--- src/rtl/rx_deframer_if.sv ---
// Bit-stream input and frame-event output bundle for rx_deframer.
// master = decoder/host side driving the bit stream, slave = the deframer.
interface rx_deframer_if;
    logic       rx_ce;
    logic       rx_sdata;
    logic       rx_sync;
    logic [7:0] data;
    logic       data_valid;
    logic       frame_start;
    logic [7:0] frame_len;
    logic       frame_ok;
    logic       frame_err;
    logic [1:0] err_code;
    logic       busy;

    modport master (
        output rx_ce, rx_sdata, rx_sync,
        input  data, data_valid, frame_start, frame_len, frame_ok, frame_err, err_code, busy
    );

    modport slave (
        input  rx_ce, rx_sdata, rx_sync,
        output data, data_valid, frame_start, frame_len, frame_ok, frame_err, err_code, busy
    );
endinterface

--- src/rtl/rx_deframer.sv ---
// Serial frame deframer: hunts for SYNC_WORD, then parses LEN, payload and an
// additive 8-bit checksum, emitting 1-cycle event strobes one clock after the completing bit.
module rx_deframer #(
    parameter logic [15:0] SYNC_WORD = 16'h7E81,
    parameter logic [7:0]  MAX_LEN   = 8'd64
) (
    input logic          clk_i,
    input logic          rst_ni,
    rx_deframer_if.slave bus
);
    typedef enum logic [1:0] {S_HUNT, S_LEN, S_PAYLOAD, S_CHECK} state_e;

    state_e      state_q, state_d;
    logic [15:0] sr_q, sr_d;
    logic [2:0]  bit_cnt_q, bit_cnt_d;
    logic [7:0]  byte_cnt_q, byte_cnt_d;
    logic [7:0]  sum_q, sum_d;
    logic [7:0]  data_q, data_d;
    logic [7:0]  frame_len_q, frame_len_d;
    logic [1:0]  err_code_q, err_code_d;
    logic        data_valid_q, data_valid_d;
    logic        frame_start_q, frame_start_d;
    logic        frame_ok_q, frame_ok_d;
    logic        frame_err_q, frame_err_d;

    logic [15:0] sr_shift;
    logic [7:0]  rx_byte;

    // Outside HUNT the low byte of the shift register doubles as the byte assembler.
    assign sr_shift = {sr_q[14:0], bus.rx_sdata};
    assign rx_byte  = sr_shift[7:0];

    always_ff @(posedge clk_i or negedge rst_ni) begin
        if (!rst_ni) begin
            state_q       <= S_HUNT;
            sr_q          <= '0;
            bit_cnt_q     <= '0;
            byte_cnt_q    <= '0;
            sum_q         <= '0;
            data_q        <= '0;
            frame_len_q   <= '0;
            err_code_q    <= '0;
            data_valid_q  <= 1'b0;
            frame_start_q <= 1'b0;
            frame_ok_q    <= 1'b0;
            frame_err_q   <= 1'b0;
        end else begin
            state_q       <= state_d;
            sr_q          <= sr_d;
            bit_cnt_q     <= bit_cnt_d;
            byte_cnt_q    <= byte_cnt_d;
            sum_q         <= sum_d;
            data_q        <= data_d;
            frame_len_q   <= frame_len_d;
            err_code_q    <= err_code_d;
            data_valid_q  <= data_valid_d;
            frame_start_q <= frame_start_d;
            frame_ok_q    <= frame_ok_d;
            frame_err_q   <= frame_err_d;
        end
    end

    always_comb begin
        state_d       = state_q;
        sr_d          = sr_q;
        bit_cnt_d     = bit_cnt_q;
        byte_cnt_d    = byte_cnt_q;
        sum_d         = sum_q;
        data_d        = data_q;
        frame_len_d   = frame_len_q;
        err_code_d    = err_code_q;
        data_valid_d  = 1'b0;
        frame_start_d = 1'b0;
        frame_ok_d    = 1'b0;
        frame_err_d   = 1'b0;

        if (state_q == S_HUNT) begin
            if (!bus.rx_sync) begin
                sr_d = '0;
            end else if (bus.rx_ce) begin
                sr_d = sr_shift;
                if (sr_shift == SYNC_WORD) begin
                    frame_start_d = 1'b1;
                    bit_cnt_d     = '0;
                    sum_d         = '0;
                    state_d       = S_LEN;
                end
            end
        end else if (!bus.rx_sync) begin
            // Sync loss outranks any bit strobed in the same cycle.
            frame_err_d = 1'b1;
            err_code_d  = 2'd3;
            sr_d        = '0;
            bit_cnt_d   = '0;
            state_d     = S_HUNT;
        end else if (bus.rx_ce) begin
            sr_d      = sr_shift;
            bit_cnt_d = bit_cnt_q + 3'd1;
            if (bit_cnt_q == 3'd7) begin
                case (state_q)
                    S_LEN: begin
                        if (rx_byte > MAX_LEN) begin
                            frame_err_d = 1'b1;
                            err_code_d  = 2'd2;
                            sr_d        = '0;
                            state_d     = S_HUNT;
                        end else begin
                            frame_len_d = rx_byte;
                            sum_d       = rx_byte;
                            byte_cnt_d  = rx_byte;
                            state_d     = (rx_byte == 8'd0) ? S_CHECK : S_PAYLOAD;
                        end
                    end
                    S_PAYLOAD: begin
                        data_d       = rx_byte;
                        data_valid_d = 1'b1;
                        sum_d        = sum_q + rx_byte;
                        byte_cnt_d   = byte_cnt_q - 8'd1;
                        if (byte_cnt_q == 8'd1) state_d = S_CHECK;
                    end
                    S_CHECK: begin
                        if (rx_byte == sum_q) begin
                            frame_ok_d = 1'b1;
                        end else begin
                            frame_err_d = 1'b1;
                            err_code_d  = 2'd1;
                        end
                        sr_d    = '0;
                        state_d = S_HUNT;
                    end
                    default: ;
                endcase
            end
        end
    end

    assign bus.data        = data_q;
    assign bus.data_valid  = data_valid_q;
    assign bus.frame_start = frame_start_q;
    assign bus.frame_len   = frame_len_q;
    assign bus.frame_ok    = frame_ok_q;
    assign bus.frame_err   = frame_err_q;
    assign bus.err_code    = err_code_q;
    assign bus.busy        = (state_q != S_HUNT);
endmodule
--- src/flat_wrapper.sv ---
// flat-port wrapper written by rule: the top's interface ports become plain ports
module rx_deframer_flat 
#(
    parameter logic [15:0] SYNC_WORD = 16'h7E81,
    parameter logic [7:0]  MAX_LEN   = 8'd64
)
  (clk_i, rst_ni, bus_rx_ce, bus_rx_sdata, bus_rx_sync, bus_data, bus_data_valid, bus_frame_start, bus_frame_len, bus_frame_ok, bus_frame_err, bus_err_code, bus_busy);
  rx_deframer_if bus_i ();
  input logic clk_i;
  input logic rst_ni;
  input wire logic [$bits(bus_i.rx_ce)-1:0] bus_rx_ce;
  input wire logic [$bits(bus_i.rx_sdata)-1:0] bus_rx_sdata;
  input wire logic [$bits(bus_i.rx_sync)-1:0] bus_rx_sync;
  output wire logic [$bits(bus_i.data)-1:0] bus_data;
  output wire logic [$bits(bus_i.data_valid)-1:0] bus_data_valid;
  output wire logic [$bits(bus_i.frame_start)-1:0] bus_frame_start;
  output wire logic [$bits(bus_i.frame_len)-1:0] bus_frame_len;
  output wire logic [$bits(bus_i.frame_ok)-1:0] bus_frame_ok;
  output wire logic [$bits(bus_i.frame_err)-1:0] bus_frame_err;
  output wire logic [$bits(bus_i.err_code)-1:0] bus_err_code;
  output wire logic [$bits(bus_i.busy)-1:0] bus_busy;
  assign bus_i.rx_ce = bus_rx_ce;
  assign bus_i.rx_sdata = bus_rx_sdata;
  assign bus_i.rx_sync = bus_rx_sync;
  assign bus_data = bus_i.data;
  assign bus_data_valid = bus_i.data_valid;
  assign bus_frame_start = bus_i.frame_start;
  assign bus_frame_len = bus_i.frame_len;
  assign bus_frame_ok = bus_i.frame_ok;
  assign bus_frame_err = bus_i.frame_err;
  assign bus_err_code = bus_i.err_code;
  assign bus_busy = bus_i.busy;
  rx_deframer #(.SYNC_WORD(SYNC_WORD), .MAX_LEN(MAX_LEN)) u_core (.clk_i(clk_i), .rst_ni(rst_ni), .bus(bus_i));
endmodule
--- config.mk ---
export PLATFORM = sky130hd
export DESIGN_NAME = rx_deframer_flat
export DESIGN_NICKNAME = d
export VERILOG_FILES = /design/src/rtl/rx_deframer_if.sv /design/src/rtl/rx_deframer.sv /design/src/flat_wrapper.sv
export SDC_FILE = /design/constraint.sdc
export NUM_CORES = 1
export LEC_CHECK = 0
export ABC_AREA = 1
export CAP_MARGIN = 20
export CORE_ASPECT_RATIO = 0.7
export CORE_MARGIN = 2
export CORE_UTILIZATION = 55
export CTS_CLUSTER_SIZE = 10
export DETAILED_ROUTE_END_ITERATION = 12
export GPL_ROUTABILITY_DRIVEN = 0
export PLACE_DENSITY = 0.74
export SYNTH_ARGS = -nofsm -noshare
export SYNTH_HDL_FRONTEND = slang
export SYNTH_SLANG_ARGS = --single-unit
--- constraint.sdc ---
create_clock -name clk_i -period 2.4 [get_ports clk_i]
set_clock_uncertainty 0.15 [all_clocks]
set_input_delay 0.48 -clock clk_i [delete_from_list [all_inputs] [get_ports clk_i]]
set_output_delay 0.48 -clock clk_i [all_outputs]
set_load 0.005 [all_outputs]
# == Word level (Yosys, flattened, before mapping) ==
# Index checks and enable logic that the tools add are counted.
# op_classes
div,0
n_eq_ne,20
mul,0
shifts,0
n_mux,63
n_reduce_logical,13
addsub,3
order_cmp,1
bitwise,2
# ops
op,n
$mux 15,7
$mux 8,8
$pmux 8 s2,2
$pmux 15 s2,1
$mux 2,14
$reduce_and 6->1,4
$mux 1,22
$mux 3,6
$eq 16x15->1 const B,1
$ne 2x2->1 const B,5
$add 8x8->8,1
$eq 8x1->1 const B,1
$eq 8x8->1,1
$gt 8x7->1 const B,1
$logic_not 8->1,1
$sub 8x1->8 const B,1
$reduce_and 7->1,1
$ne 3x1->1 const B,2
$ne 3x2->1 const B,2
$pmux 2 s3,1
$reduce_bool 2->1,3
$ne 5x1->1 const B,1
$reduce_and 5->1,1
$eq 2x2->1 const B,2
12 further kinds,13
# totals
input_bits,5
word_cells,114
out_inout_bits,23
reg_bits,58
latchBits,0
n_memories,0
mem_bits_ro,0
ramBits,0

# == Logic depth before layout (Yosys ltp) ==
# logic_depth
ltp_word,8
ltp_mapped,13

# == Worst setup path after synthesis ==
# Ideal clock, no wire load.
# synth_timing
kind,input to register
from,input port bus_rx_sdata
to,register u_core.sum_q[2]
setup_slack_ns,0.420
t_arrival_ns,1.713
required_ns,2.134
path_stages,7
setup_time_ns,0.116
n_path_buf,0
cell_sequence,ha_1 fa_1 or2_2 a21oi_1 nor3_1 nand2_1 nand2_1
# synth_via
elab_chain_len,6
elab_cells_between_ends,11
# synth_rtl
item,line_no,source
from (decl),flat_wrapper.sv:12,input wire logic [$bits(bus_i.rx_sdata)-1:0] bus_rx_sdata;
$add 8x8->8,rx_deframer.sv:117,sum_d = sum_q + rx_byte;
$pmux 8 s2,rx_deframer.sv:100,case (state_q)
$mux 8,rx_deframer.sv:99,if (bit_cnt_q == 3'd7) begin
$mux 8,rx_deframer.sv:96,end else if (bus.rx_ce) begin
$mux 8,rx_deframer.sv:89,end else if (!bus.rx_sync) begin
$mux 8,rx_deframer.sv:77,if (state_q == S_HUNT) begin
to (signal assigned),rx_deframer.sv:52,sum_q <= sum_d;
to (decl),rx_deframer.sv:17,"logic [7:0] sum_q, sum_d;"
# Several ways; a longest one is shown, not always the timed one. The select of a mux whose other input is x is not followed.
# A chain may end at the register's enable or synchronous reset.

# == Worst setup path in the final report ==
# layout_timing
from,register u_core.state_q[1]
to,output port bus_busy
# layout_via
elab_chain_len,1
# layout_rtl
item,line_no,source
from (decl),rx_deframer.sv:13,"state_e state_q, state_d;"
from (signal assigned),rx_deframer.sv:48,state_q <= state_d;
$reduce_bool 2->1,rx_deframer.sv:144,assign bus.busy = (state_q != S_HUNT);
to (decl),flat_wrapper.sv:21,output wire logic [$bits(bus_i.busy)-1:0] bus_busy;
# Every way passes these cells.

==> results.md <==
* Final setup fails at 0
* Total CTS buffers at 9
* Hold Vio Cnt, Final at 0
* Ant diodes at 0
* Area post-placement at 0.00368 mm2
* Total track usage at 25.7%
* DP HPWL at 5620 um
* Final Util at 68.4%
* Max clock buf depth at 2
* Reg-to-reg endpoint: u_core.bus.frame_len[7]
* Compound-gate portion of the synthesized area at 8.08%
* Most frequent cells in the layout: nand2_1 (128), dfrtp_1 (58), inv_1 (44), nor2_1 (44), nand3_1 (39)
* CP arrival at 1660 ps
* Grt total ovfl at 0
* Slew Limit Fails at 0
* RR Startpoint: u_core.state_q[1]
* Crit-path slowest cell: clkdlybuf4s50_1
* Routed len/inst at around 14 um
* Post-Synth XOR/XNOR Area at 1.33%
* Seq/Total Area, Yosys at 44.0%
* Post-Synth Simple-Gate Area at 32.5%
* Worst-path clk slew at around 70 ps
* Hold Path Stages at 1
* Post-DR vias/cell at approximately 5.2
* Crit end category: output pin
* Routed wire length at 7650 um
* Worst Hold Class: register to register
* Synth Area per Inst at 7.66 um2
* IO Count at 28
* Register area at around 0.0015 mm2
* Worst-skew pair later-pin latency at 350 ps
* Crit path largest cell delay at 520 ps
* Via count at 2894
* R2R depth at 8
* Tcrit/Tclk final at between 90% and 100%
* Filler instances at 485
* P_leak at 2.00 nW
* Post-route minimum period at ~2300 ps
* Pwr per Cell Area at roughly 540 mW/mm2
* R2R setup slack at 400 ps
* Run status: finished clean
* Min-Delay Endpoint: u_core.bit_cnt_q[0]
* HP Start: u_core.bit_cnt_q[0]
* CP Cell Sequence: inv_1 > ha_1 > inv_2 > clkdlybuf4s50_1
* Die X-Extent at 96.6 um
* Commonest non-fill, non-tap cell in the layout: nand2_1
* Crit Path Max Fanout at 7
* Synth-to-Final Area Change at 19.3%
* Cells after synthesis at 431
* CTS tree: built
* IO buf count at 27
* Post-Syn Nets at 452
* Fin area at around 0.0039 mm2
* Ys Warns at 0
* Root Buffer Master: clkbuf_8
* H-tree depth at 3
* Post-Syn Area at roughly 0.0033 mm2
* CP Class: register to output pin
* First-pass GRT wire length at 12600 um
* Pin count of the biggest net entering global routing at 35
* Die Y at 68.8 um
* Synth Register Bits at 58
* RSZ-0062 raised after global routing: false
* Worst Setup Start Kind: register
* Max-cap violations at 0
* Slew Limit Headroom at slightly above 60%
* Initial DRC Count at 174
* Setup TNS at 0 ps
* Proportion of synthesized area in mux cells at 0%
* Critical Path RT at 1770 ps
* Nets@finish at 494
* Largest family of logic cells by synthesized area: simple AND/OR/NAND/NOR gates
* Actual slew at the worst max-slew pin at 565 ps
* DRC Markers at 0
* Synth cell types at 35
* Core box area at approximately 0.0058 mm2
* DR pass1 iterations at 4
* Clock Sinks at 58
* Die ar. at roughly 0.0066 mm2
* Initial core utilization at 57.3%
* Vias in the first global route at 2683
* Post-synthesis adder-cell area fraction at 6.30%
* Core Rows at 23
* Fmax at 0.437 GHz
* Maximum vdd drop at 377 uV
* Area of the multi-input gates at 0.00159 mm2
* Antenna-violating nets left at 0
* Initial antenna violation count at 0
* Layout cells sized above 1 at a little under an eighth
layer usage:
metal  vias up  track usage, %  wire (um)
met4         0            6.51         63
met3         7            7.61        474
met5         -               0          0
met2        66            37.3       3370
li1       1459               -          -
met1      1362            37.5       3740
metrics by stage:
stage	power, mW	std cells	worst slack (ps)	hold WS (ps)
global placement	1.09	534	-63.3	316
floorplan	1.04	431	420	34.4
finish	2.11	553	114	330
global route	2.17	553	23.7	354
detailed placement	1.09	534	-110	321
CTS	2.13	553	104	336
power by group:
group	internal [mW]	switching, mW	leakage, nW
clock network	0.614	0.422	0.112
logic	0.0281	0.0577	1.11
registers	0.980	0.00591	0.772
critical path: cells and delay by family, from the launching register on:
kind / cells / cell delay (ps)
buffers and inverters: 3 / 740
adder cells (fa/ha/maj): 1 / 210
flip-flops: 1 / 360
registers in the layout, summed over array words and instances, names as in the netlist, 2 cells and up:
register	count
u_core.bus.err_code	2
u_core.sum_q	8
u_core.byte_cnt_q	8
u_core.bus.frame_len	8
u_core.bus.data	8
u_core.state_q	2
u_core.bit_cnt_q	3
u_core.sr_q	15
timing repair:
| item | CTS | global route |
|---|---|---|
| endpoints found under the setup margin | 1 | 0 |
| hold endpoints to repair | 24 | 0 |
| resized for setup | 1 | 0 |
| setup buffers | 2 | 0 |
| hold buffers | 1 | 0 |
synth_stat cells:
cell type,count,area [um2]
o21ai_0,27,135
o21ai_2,3,26.3
inv_2,3,11.3
clkbuf_1,2,7.51
buf_2,4,20.0
buf_6,1,11.3
nand3_1,39,195
nor2_1,44,165
xnor2_1,3,26.3
and3_1,1,6.26
buf_4,1,7.51
buf_1,1,3.75
nand3b_2,1,11.3
nand3_2,2,20.0
o211ai_1,1,7.51
nand2_1,128,480
or2_2,2,12.5
o21ai_1,5,25.0
a31oi_1,1,6.26
nand4_1,6,37.5
nand2_4,2,22.5
clkinv_4,1,8.76
ha_1,15,188
nor3_1,5,25.0
dfrtp_1,58,1450
nor2_4,2,22.5
fa_1,1,20.0
and2_1,1,6.26
inv_1,45,169
nor3_2,1,10.0
xor2_1,2,17.5
buf_12,1,20.0
o22ai_1,1,6.26
a21oi_1,12,60.1
nand2_2,9,56.3
layout make-up:
type                    count  share of cell area, %
clock inverters             6                   2.29
well taps                  75                   2.38
multi-input cells         314                   40.4
clock buffers              10                   3.50
inverters                  49                   4.80
repair buffers             41                   9.79
flip-flops and latches     58                   36.9
worst max-delay path by stage:
stage                            startpoint              end  slack, ps  cells past startpoint
after floorplan                bus_rx_sdata  u_core.sum_q[2]        420                      7
after global placement         bus_rx_sdata  u_core.sum_q[4]        -60                     10
after detailed placement       bus_rx_sdata  u_core.sum_q[4]       -110                     10
after CTS                 u_core.state_q[1]         bus_busy        100                      4
after global routing      u_core.state_q[1]         bus_busy         20                      4
final                     u_core.state_q[1]         bus_busy        110                      4
kinds of logic after synthesis:
group | Yosys count
XOR/XNOR | 5
AND/OR/NAND/NOR | 243
buffers and inverters | 59
AO/OA/AOI/OAI | 50
adder cells (fa/ha/maj) | 16
flip-flops | 58
Note: power is estimated with default switching activity, not from simulation.
